File: config.mk
export PLATFORM = sky130hd
export DESIGN_NAME = pipe_scroller
export DESIGN_NICKNAME = d
export VERILOG_FILES = /design/src/rtl/pipe_pkg.sv /design/src/rtl/pipe_column.sv /design/src/rtl/pipe_scroller.sv
export SDC_FILE = /design/constraint.sdc
export NUM_CORES = 1
export LEC_CHECK = 0
export ABC_AREA = 1
export CAP_MARGIN = 20
export CORE_UTILIZATION = 53
export CTS_BUF_LIST = sky130_fd_sc_hd__clkbuf_8
export DETAILED_ROUTE_END_ITERATION = 10
export PLACE_DENSITY = 0.87
export SYNTH_ARGS = -nofsm -noshare
export SYNTH_HDL_FRONTEND = slang
export SYNTH_SLANG_ARGS = --single-unit
File: constraint.sdc
create_clock -name clk -period 25.4 [get_ports clk]
set_input_delay 2.54 -clock clk [delete_from_list [all_inputs] [get_ports clk]]
set_output_delay 2.54 -clock clk [all_outputs]
set_load 0.005 [all_outputs]
File: src/rtl/pipe_pkg.sv
// Shared types and defaults for the pipe scroller.
// Latency: n/a (declarations only).
// Backpressure: n/a.
package pipe_pkg;

  typedef enum logic [1:0] {
    IDLE = 2'd0,
    RUN  = 2'd1,
    HALT = 2'd2
  } state_e;

  localparam int DEF_ROWS = 16;
  localparam int DEF_COLS = 16;

  // One column of LEDs, one bit per row.
  typedef logic [DEF_ROWS-1:0] col_t;

endpackage

File: src/rtl/pipe_column.sv
// One ROWS-bit column register with clear (priority), load and hold.
// Latency: q follows d one clock after load.
// Backpressure: none; load is a qualified enable from the scroller.
// Ports: clk, reset (async, active-high), load, clear, d in, q out.
module pipe_column
  import pipe_pkg::*;
#(
  parameter int ROWS = DEF_ROWS
) (
  input  logic            clk,
  input  logic            reset,
  input  logic            load,
  input  logic            clear,
  input  logic [ROWS-1:0] d,
  output logic [ROWS-1:0] q
);

  logic [ROWS-1:0] col_q, col_d;

  always_comb begin
    col_d = col_q;
    if (clear) begin
      col_d = '0;
    end else if (load) begin
      col_d = d;
    end
  end

  always_ff @(posedge clk or posedge reset) begin
    if (reset) begin
      col_q <= '0;
    end else begin
      col_q <= col_d;
    end
  end

  assign q = col_q;

endmodule

File: src/rtl/pipe_scroller.sv
// Scrolling pipe field with gap injection, bird collision and score.
// Latency: field/hit/score/state update one clock after the sampling edge.
// Backpressure: none; a step that cannot be taken (freeze/collision) is dropped.
// Ports: clk, reset (async, active-high), start, step, gameover, new_pipe,
//        bird_mask in; pipe_req, field, hit, score, state out.
// Config: define PIPE_SCROLLER_SCORE_EN to build the score counter,
//         otherwise score is tied to zero.
module pipe_scroller
  import pipe_pkg::*;
#(
  parameter int ROWS     = DEF_ROWS,
  parameter int COLS     = DEF_COLS,
  parameter int GAP_COLS = 4,
  parameter int BIRD_COL = 3,
  parameter int SCORE_W  = 8
) (
  input  logic                 clk,
  input  logic                 reset,
  input  logic                 start,
  input  logic                 step,
  input  logic                 gameover,
  input  logic [ROWS-1:0]      new_pipe,
  input  logic [ROWS-1:0]      bird_mask,
  output logic                 pipe_req,
  output logic [ROWS*COLS-1:0] field,
  output logic                 hit,
  output logic [SCORE_W-1:0]   score,
  output logic [1:0]           state
);

  localparam int GAP_W = (GAP_COLS < 1) ? 1 : $clog2(GAP_COLS + 1);

  state_e           state_q, state_d;
  logic [GAP_W-1:0] gap_cnt_q, gap_cnt_d;
  logic             hit_q, hit_d;
  logic             pipe_req_q, pipe_req_d;

  logic [ROWS-1:0]  col_q [COLS];

  logic             coll;    // bird overlaps the pipe column this cycle
  logic             adv;     // a step that actually shifts the field
  logic             inject;  // this shift loads new_pipe into column 0
  logic             clr;     // HALT -> IDLE wipe

  always_comb begin
    coll   = (state_q == RUN) && (|(col_q[BIRD_COL] & bird_mask));
    // A freeze or a collision being latched this edge swallows the step.
    adv    = (state_q == RUN) && step && !gameover && !coll;
    inject = adv && (gap_cnt_q == GAP_W'(GAP_COLS));
    clr    = (state_q == HALT) && start;
  end

  always_comb begin
    state_d    = state_q;
    gap_cnt_d  = gap_cnt_q;
    hit_d      = hit_q;
    pipe_req_d = inject;

    case (state_q)
      IDLE:    if (start) state_d = RUN;
      RUN:     if (gameover || coll || hit_q) state_d = HALT;
      HALT:    if (start) state_d = IDLE;
      default: state_d = IDLE;
    endcase

    if (clr) begin
      gap_cnt_d = '0;
      hit_d     = 1'b0;
    end else begin
      if (adv) begin
        gap_cnt_d = inject ? '0 : gap_cnt_q + 1'b1;
      end
      if (coll) begin
        hit_d = 1'b1;
      end
    end
  end

  always_ff @(posedge clk or posedge reset) begin
    if (reset) begin
      state_q    <= IDLE;
      gap_cnt_q  <= '0;
      hit_q      <= 1'b0;
      pipe_req_q <= 1'b0;
    end else begin
      state_q    <= state_d;
      gap_cnt_q  <= gap_cnt_d;
      hit_q      <= hit_d;
      pipe_req_q <= pipe_req_d;
    end
  end

  for (genvar c = 0; c < COLS; c++) begin : g_col
    logic [ROWS-1:0] col_in;
    if (c == 0) begin : g_entry
      assign col_in = inject ? new_pipe : '0;
    end else begin : g_body
      assign col_in = col_q[c-1];
    end

    pipe_column #(.ROWS(ROWS)) u_col (
      .clk   (clk),
      .reset (reset),
      .load  (adv),
      .clear (clr),
      .d     (col_in),
      .q     (col_q[c])
    );

    assign field[c*ROWS +: ROWS] = col_q[c];
  end

`ifdef PIPE_SCROLLER_SCORE_EN
  logic [SCORE_W-1:0] score_q, score_d;

  // A pipe leaving the bird column: occupied now, next column still empty.
  always_comb begin
    score_d = score_q;
    if (clr) begin
      score_d = '0;
    end else if (adv && (|col_q[BIRD_COL]) && !(|col_q[BIRD_COL+1]) && !(&score_q)) begin
      score_d = score_q + 1'b1;
    end
  end

  always_ff @(posedge clk or posedge reset) begin
    if (reset) begin
      score_q <= '0;
    end else begin
      score_q <= score_d;
    end
  end

  assign score = score_q;
`else
  assign score = '0;
`endif

  assign state    = state_q;
  assign hit      = hit_q;
  assign pipe_req = pipe_req_q;

endmodule
==> results.py, run 1 <==
metrics = {
    "power": {
        "ir_drop_mv": 0.0453,
        "power.density_mw_per_mm2": 60.2,
        "p_seq_frac": 0.495,
        "p_leak_nw": 7.59,
        "internal_power_mw": 0.623,
        "swShare": 0.279,
        "net-switching-power_mw": 0.241,
        "p_total_mw": 0.864,
        "power.share.clock": 0.390,
        "pwr-share-comb": 0.114,
    },
    "die": {
        "initial_core_util": 0.543,
        "coreArea_mm2": 0.0195,
        "die_w_um": 143,
        "die_h_um": 143,
        "pin_count": 305,
        "placementRows": 51,
        "die_area_mm2": 0.0206,
    },
    "clocking": {
        "postCtsSetupBuffers": 0,
        "cts_root_buffer": "clkbuf_8",
        "cts_buffers": 43,
        "cts_buffer_depth": 3,
        "holdBufCountCts": 0,
        "cts_resized": 0,
        "clk_latency_ns": 0.53,
        "path_clk_slew_ns": 0.06,
        "clock-sinks": 263,
        "cts_max_level": 2,
        "cts_tree": "done",
    },
    "timing": {
        "fin_worst_skew_ns": 0.0147,
        "fmax_mhz": 184,
        "finalSetupViolations": 0,
        "min_period_ns": 5.43,
        "tightest_slew_ns": 1.02,
        "tns_ns": 0,
        "rsz0062_at_grt": "no",
        "hold_viol": 0,
        "post-route-period-util": 0.214,
        "relSlewSlack": 0.317,
        "slew_violations": 0,
        "holdWs_ns": 0.496,
    },
    "global_route": {
        "grt_pass1_wl_um": 47400,
        "grt_max_degree": 141,
        "grt_pass1_vias": 8979,
        "grt-ovfl-total": 0,
        "antenna_found_initial": 0,
        "grt_use_total": 0.297,
    },
    "placement": {
        "postPlaceCellArea_mm2": 0.0135,
        "port-buffer-count": 296,
        "globalplace.congestion": 0.814,
        "hpwl_um": 19700,
    },
    "logic_synthesis": {
        "yosys.cell_types.count": 21,
        "synth-edff-count": 0,
        "netlist_top_cells_count": "nand2_1, dfrtp_1, nand3_1",
        "synth_seq_cells": 263,
        "synth.yosys.seq_area_share": 0.621,
        "synth.avg_cell_area_um2": 8.91,
        "yosys_warnings": 0,
        "synth_area_leaders": "dfrtp_1, nand2_1, nand3_1, buf_4, buf_2",
        "synthFlopType": "dfrtp_1",
        "synth.largest_area_cell": "dfrtp_1",
        "yosysMostFrequentCell": "nand2_1",
        "postSynth.asyncResetShare": 1.00,
        "synth_top_area_share": 0.621,
        "syn_area_mm2": 0.0106,
        "syn_inst": 1190,
    },
    "status": {
        "outcome": "finished clean",
    },
    "cells_and_area": {
        "diodes": 0,
        "area_delta_synth_final_pct": 35.4,
        "fin_area_mm2": 0.0144,
        "fin_nets": 1495,
        "drive_gt1_frac": 0.0465,
    },
    "drt": {
        "drt-pass1-iter-count": 5,
        "ant_nets": 0,
        "routed_wirelength_um": 30000,
        "drt_iter0_markers": 591,
        "vias": 9344,
        "drc_errors": 0,
        "wl_per_cell_um": 17.1,
        "viasPerCell": 5.34,
    },
    "setup_path": {
        "cp.required_ns": 25.85,
        "critPathArrivalTime_ns": 5.89,
        "cp_max_fo": 133,
        "crit_path_end_kind": "flop",
        "criticalPathCategory": "in -> reg",
        "cp-start-kind": "input port",
    },
    "job": {
        "maxCapViolations": 0,
    },
    "min_path": {
        "hold_class": "reg -> reg",
    },
}
==> flip-flops by register name (all words and copies together), names as in the netlist <==
signal and flops:
g_col.u_col.q 256, gap_cnt_q 3, hit 1, pipe_req 1, state 2
==> metal layers <==
metal | GRT usage | wire length [µm] | up-vias | part of all wire
met5 | 0 | 0 | - | 0
met4 | 0.140 | 1300 | 0 | 0.043
met3 | 0.0980 | 3110 | 75 | 0.10
met2 | 0.472 | 14300 | 445 | 0.48
met1 | 0.368 | 11300 | 4496 | 0.38
li1 | - | - | 4328 | -
==> cell type report <==
class	instances	area (µm²)
Clock buffer	50	688
Clock inverter	24	96.3
Fill cell	1416	5160
Inverter	11	61.3
Multi-Input combinational cell	832	3520
Sequential cell	263	6580
Tap cell	265	332
Timing Repair Buffer	305	3080
==> power groups by stage <==
stage | clock (mW) | sequential, mW | combinational (mW)
floorplan | 0 | 0.435 | 0.0740
global placement | 0 | 0.435 | 0.0943
detailed placement | 0 | 0.435 | 0.0981
CTS | 0.343 | 0.428 | 0.0985
global route | 0.363 | 0.428 | 0.109
finish | 0.337 | 0.428 | 0.0988
==> metrics by stage <==
stage | utilization | instances | setup WS [ns]
final | 0.735 | 1750 | 19.97
after global routing | 0.735 | 1750 | 19.63
after CTS | 0.734 | 1749 | 20.01
after detailed placement | 0.694 | 1675 | 19.46
after global placement | 0.691 | 1673 | 19.56
after floorplan | - | 1197 | 15.62
==> cells in the final DEF, fill, tap and decap left out <==
master             n
nand2_1          546
clkdlybuf4s50_1  296
dfrtp_1          263
nand3_1          259
clkbuf_8          50
inv_1             29
conb_1             8
nor2_1             6
buf_4              6
inv_8              2
o31ai_1            2
o21ai_0            2
ha_1               2
clkinv_2           2
buf_16             2
nor2_2             1
nand4_4            1
nor3_1             1
nand4_2            1
inv_6              1
nor2_4             1
nand4_1            1
xor2_1             1
clkinvlp_4         1
buf_12             1
==> final timing paths <==
kind,to,startpoint,depth (start not counted),slack [ns]
worst min register to register,g_col[7].u_col.q[1],g_col[6].u_col.q[1],2,0.50
min in group asynchronous,g_col[0].u_col.q[15],reset,2,2.55
worst max register to register,g_col[13].u_col.q[11],g_col[3].u_col.q[15],10,21.95
max in group asynchronous,g_col[8].u_col.q[0],reset,3,21.42
worst max-delay path,g_col[13].u_col.q[11],bird_mask[15],11,19.97
worst min-delay path,g_col[7].u_col.q[1],g_col[6].u_col.q[1],2,0.50
==> critical path, cell delays in order <==
cell,delay (ns)
clkdlybuf4s50_1,0.40
nand2_1,0.18
nand2_1,0.09
nor2_1,0.11
nand2_1,0.08
nor2_2,0.26
nand4_2,0.24
inv_6,0.71
buf_4,0.94
nand2_1,0.15
nand2_1,0.12
==> logic make-up after synthesis <==
logic type / Yosys count / share of synthesized area
buffers and inverters: 102 / 0.0506
and+or+nand+nor: 817 / 0.323
adders and majority gates: 2 / 0.00236
DFF: 263 / 0.621
other: 1 / 0.000354
AOI/OAI and AO/OA: 4 / 0.00236
xor gates and xnor gates: 1 / 0.000826
No activity file was read; power rests on OpenSTA's default activity.
==> run 2, diff against run 1 <==
CORE_UTILIZATION = 49   (was 53)
PLACE_DENSITY = 0.81   (was 0.87)
clock period = 5 ns   (was 25.4 ns; I/O delays follow)
==> run 2 against run 1 <==
  * Sequential share of layout area down 0.33 points
  * Clock skew rose by 0.0027 ns
  * Via count down 0.43%
  * Routed wire length shrank 0.28%
  * Setup slack worse by 18 ns
  * Non-clock buffer count increased by 1
  * Clock-buffer cell count up 6
  * Clock power grew to 5.6 times the previous value
  * First-iteration DRC count rose by 1.9%
  * Register-to-register slack got worse by 20 ns
  * Largest power group unchanged
==> results.py, run 2 (synthesis gave the netlist of run 1 again) <==
metrics = {
    "clocking": {
        "cts_resized": 0,
        "cts_buffers": 43,
        "clock-sinks": 263,
        "cts_tree": "done",
        "path_clk_slew_ns": 0.06,
        "cts_buffer_depth": 3,
        "cts_root_buffer": "clkbuf_8",
        "cts_max_level": 2,
        "holdBufCountCts": 0,
        "clk_latency_ns": 0.54,
        "postCtsSetupBuffers": 0,
    },
    "timing": {
        "holdWs_ns": 0.453,
        "finalSetupViolations": 0,
        "hold_viol": 0,
        "min_period_ns": 3.17,
        "fin_ws_ns": 1.83,
        "tns_ns": 0,
        "rsz0062_at_grt": "no",
        "relSlewSlack": 0.335,
        "fmax_mhz": 315,
        "fin_worst_skew_ns": 0.0174,
        "post-route-period-util": 0.635,
        "tightest_slew_ns": 0.997,
        "slew_violations": 0,
    },
    "setup_path": {
        "path_cells": "nand2_1 -> nand2_1 -> nor2_1 -> nand2_1 -> nor2_2 -> nand4_4 -> buf_4 -> buf_4 -> nand3_1 -> nand2_1",
        "crit_path_end_kind": "flop",
        "criticalPathCategory": "reg -> reg",
        "critPathArrivalTime_ns": 3.64,
        "reg2reg_slack_ns": 1.83,
        "cp.required_ns": 5.46,
        "cp_slowest_cell": "buf_4",
        "r2r_cells": 10,
        "max_stage_delay_ns": 0.89,
        "cp_max_fo": 102,
        "r2r-start": "g_col[3].u_col.q[15]",
        "path_buf_inv": 2,
        "cp_top_family": "buffers and inverters",
        "timing.rr.end": "g_col[13].u_col.q[2]",
        "crit_top_cell": "nand2_1",
        "cp-start-kind": "flop",
    },
    "cells_and_area": {
        "largest_reg_flops": 256,
        "final_core_util": 0.686,
        "regArea_mm2": 0.00658,
        "final_cells": 1766,
        "multi_input_area_mm2": 0.00352,
        "fin_nets": 1496,
        "fill_cells": 1671,
        "final_common_cell": "nand2_1",
        "layout_common_cells": "nand2_1, clkdlybuf4s50_1, dfrtp_1",
        "diodes": 0,
        "drive_gt1_frac": 0.0543,
        "area_delta_synth_final_pct": 36.4,
    },
    "min_path": {
        "hold_class": "in -> async",
    },
    "die": {
        "die_w_um": 149,
        "pin_count": 305,
        "coreArea_mm2": 0.0211,
        "die_h_um": 149,
        "placementRows": 53,
        "die_area_mm2": 0.0222,
        "initial_core_util": 0.503,
    },
    "drt": {
        "routed_wirelength_um": 29900,
        "viasPerCell": 5.27,
        "wl_per_cell_um": 16.9,
        "drt_iter0_markers": 602,
        "vias": 9304,
        "ant_nets": 0,
        "drt-pass1-iter-count": 5,
        "drc_errors": 0,
    },
    "global_route": {
        "antenna_found_initial": 0,
        "grt-ovfl-total": 0,
        "grt_use_total": 0.269,
        "grt_pass1_wl_um": 47000,
        "grt_max_degree": 171,
        "grt_pass1_vias": 8902,
    },
    "placement": {
        "post-place-cells": 1687,
        "dp_slack_ns": 1.38,
        "globalplace.congestion": 0.856,
        "hpwl_um": 19500,
        "port-buffer-count": 296,
    },
    "job": {
        "maxCapViolations": 0,
    },
    "power": {
        "power.density_mw_per_mm2": 315,
        "p_leak_nw": 7.62,
        "ir_drop_mv": 0.192,
    },
    "status": {
        "outcome": "finished clean",
    },
}
[run 2: worst max-delay path by stage]
stage	startpoint	to	slack, ns	depth (start not counted)
after global placement	bird_mask[15]	g_col[9].u_col.q[3]	1.48	11
after floorplan	reset	g_col[0].u_col.q[0]	1.03	1
final	g_col[3].u_col.q[15]	g_col[13].u_col.q[2]	1.83	10
after global routing	g_col[3].u_col.q[15]	g_col[13].u_col.q[12]	1.68	10
after CTS	g_col[3].u_col.q[15]	g_col[10].u_col.q[9]	1.93	10
after detailed placement	bird_mask[15]	g_col[10].u_col.q[9]	1.38	11
[run 2: worst reg2reg max path, cell delays in order, from the launching register on]
cell and delay (ns):
dfrtp_1 0.43, nand2_1 0.22, nand2_1 0.13, nor2_1 0.06
nand2_1 0.11, nor2_2 0.09, nand4_4 0.07, buf_4 0.68
buf_4 0.97, nand3_1 0.23, nand2_1 0.11
[run 2: routing by layer]
layer,up-vias,share of wire,GRT usage
li1,4336,-,-
met4,0,0.036,0.127
met2,389,0.49,0.437
met5,-,0,0
met1,4514,0.40,0.342
met3,65,0.081,0.0633
[run 2: final cells by class]
| type | instances | area share |
|---|---|---|
| Tap cell | 275 | 0.0238 |
| Sequential cell | 263 | 0.455 |
| Clock buffer | 56 | 0.0533 |
| Inverter | 11 | 0.00398 |
| Multi-Input combinational cell | 832 | 0.243 |
| Timing Repair Buffer | 306 | 0.212 |
| Clock inverter | 23 | 0.00899 |
[run 2: metrics by stage]
stage          power [mW]  cell area (µm²)
3_3_place_gp         2.70            13600
5_1_grt              4.75            14500
4_1_cts              4.60            14500
6_report             4.56            14500
3_5_place_dp         2.70            13600
2_1_floorplan        2.58            10600
[run 2: where the power goes]
group	switching (mW)	leakage [nW]	internal, mW
Clock	0.838	0.517	1.06
Combinational	0.390	3.43	0.101
Sequential	0.0222	3.67	2.15
Total	1.25	7.62	3.31
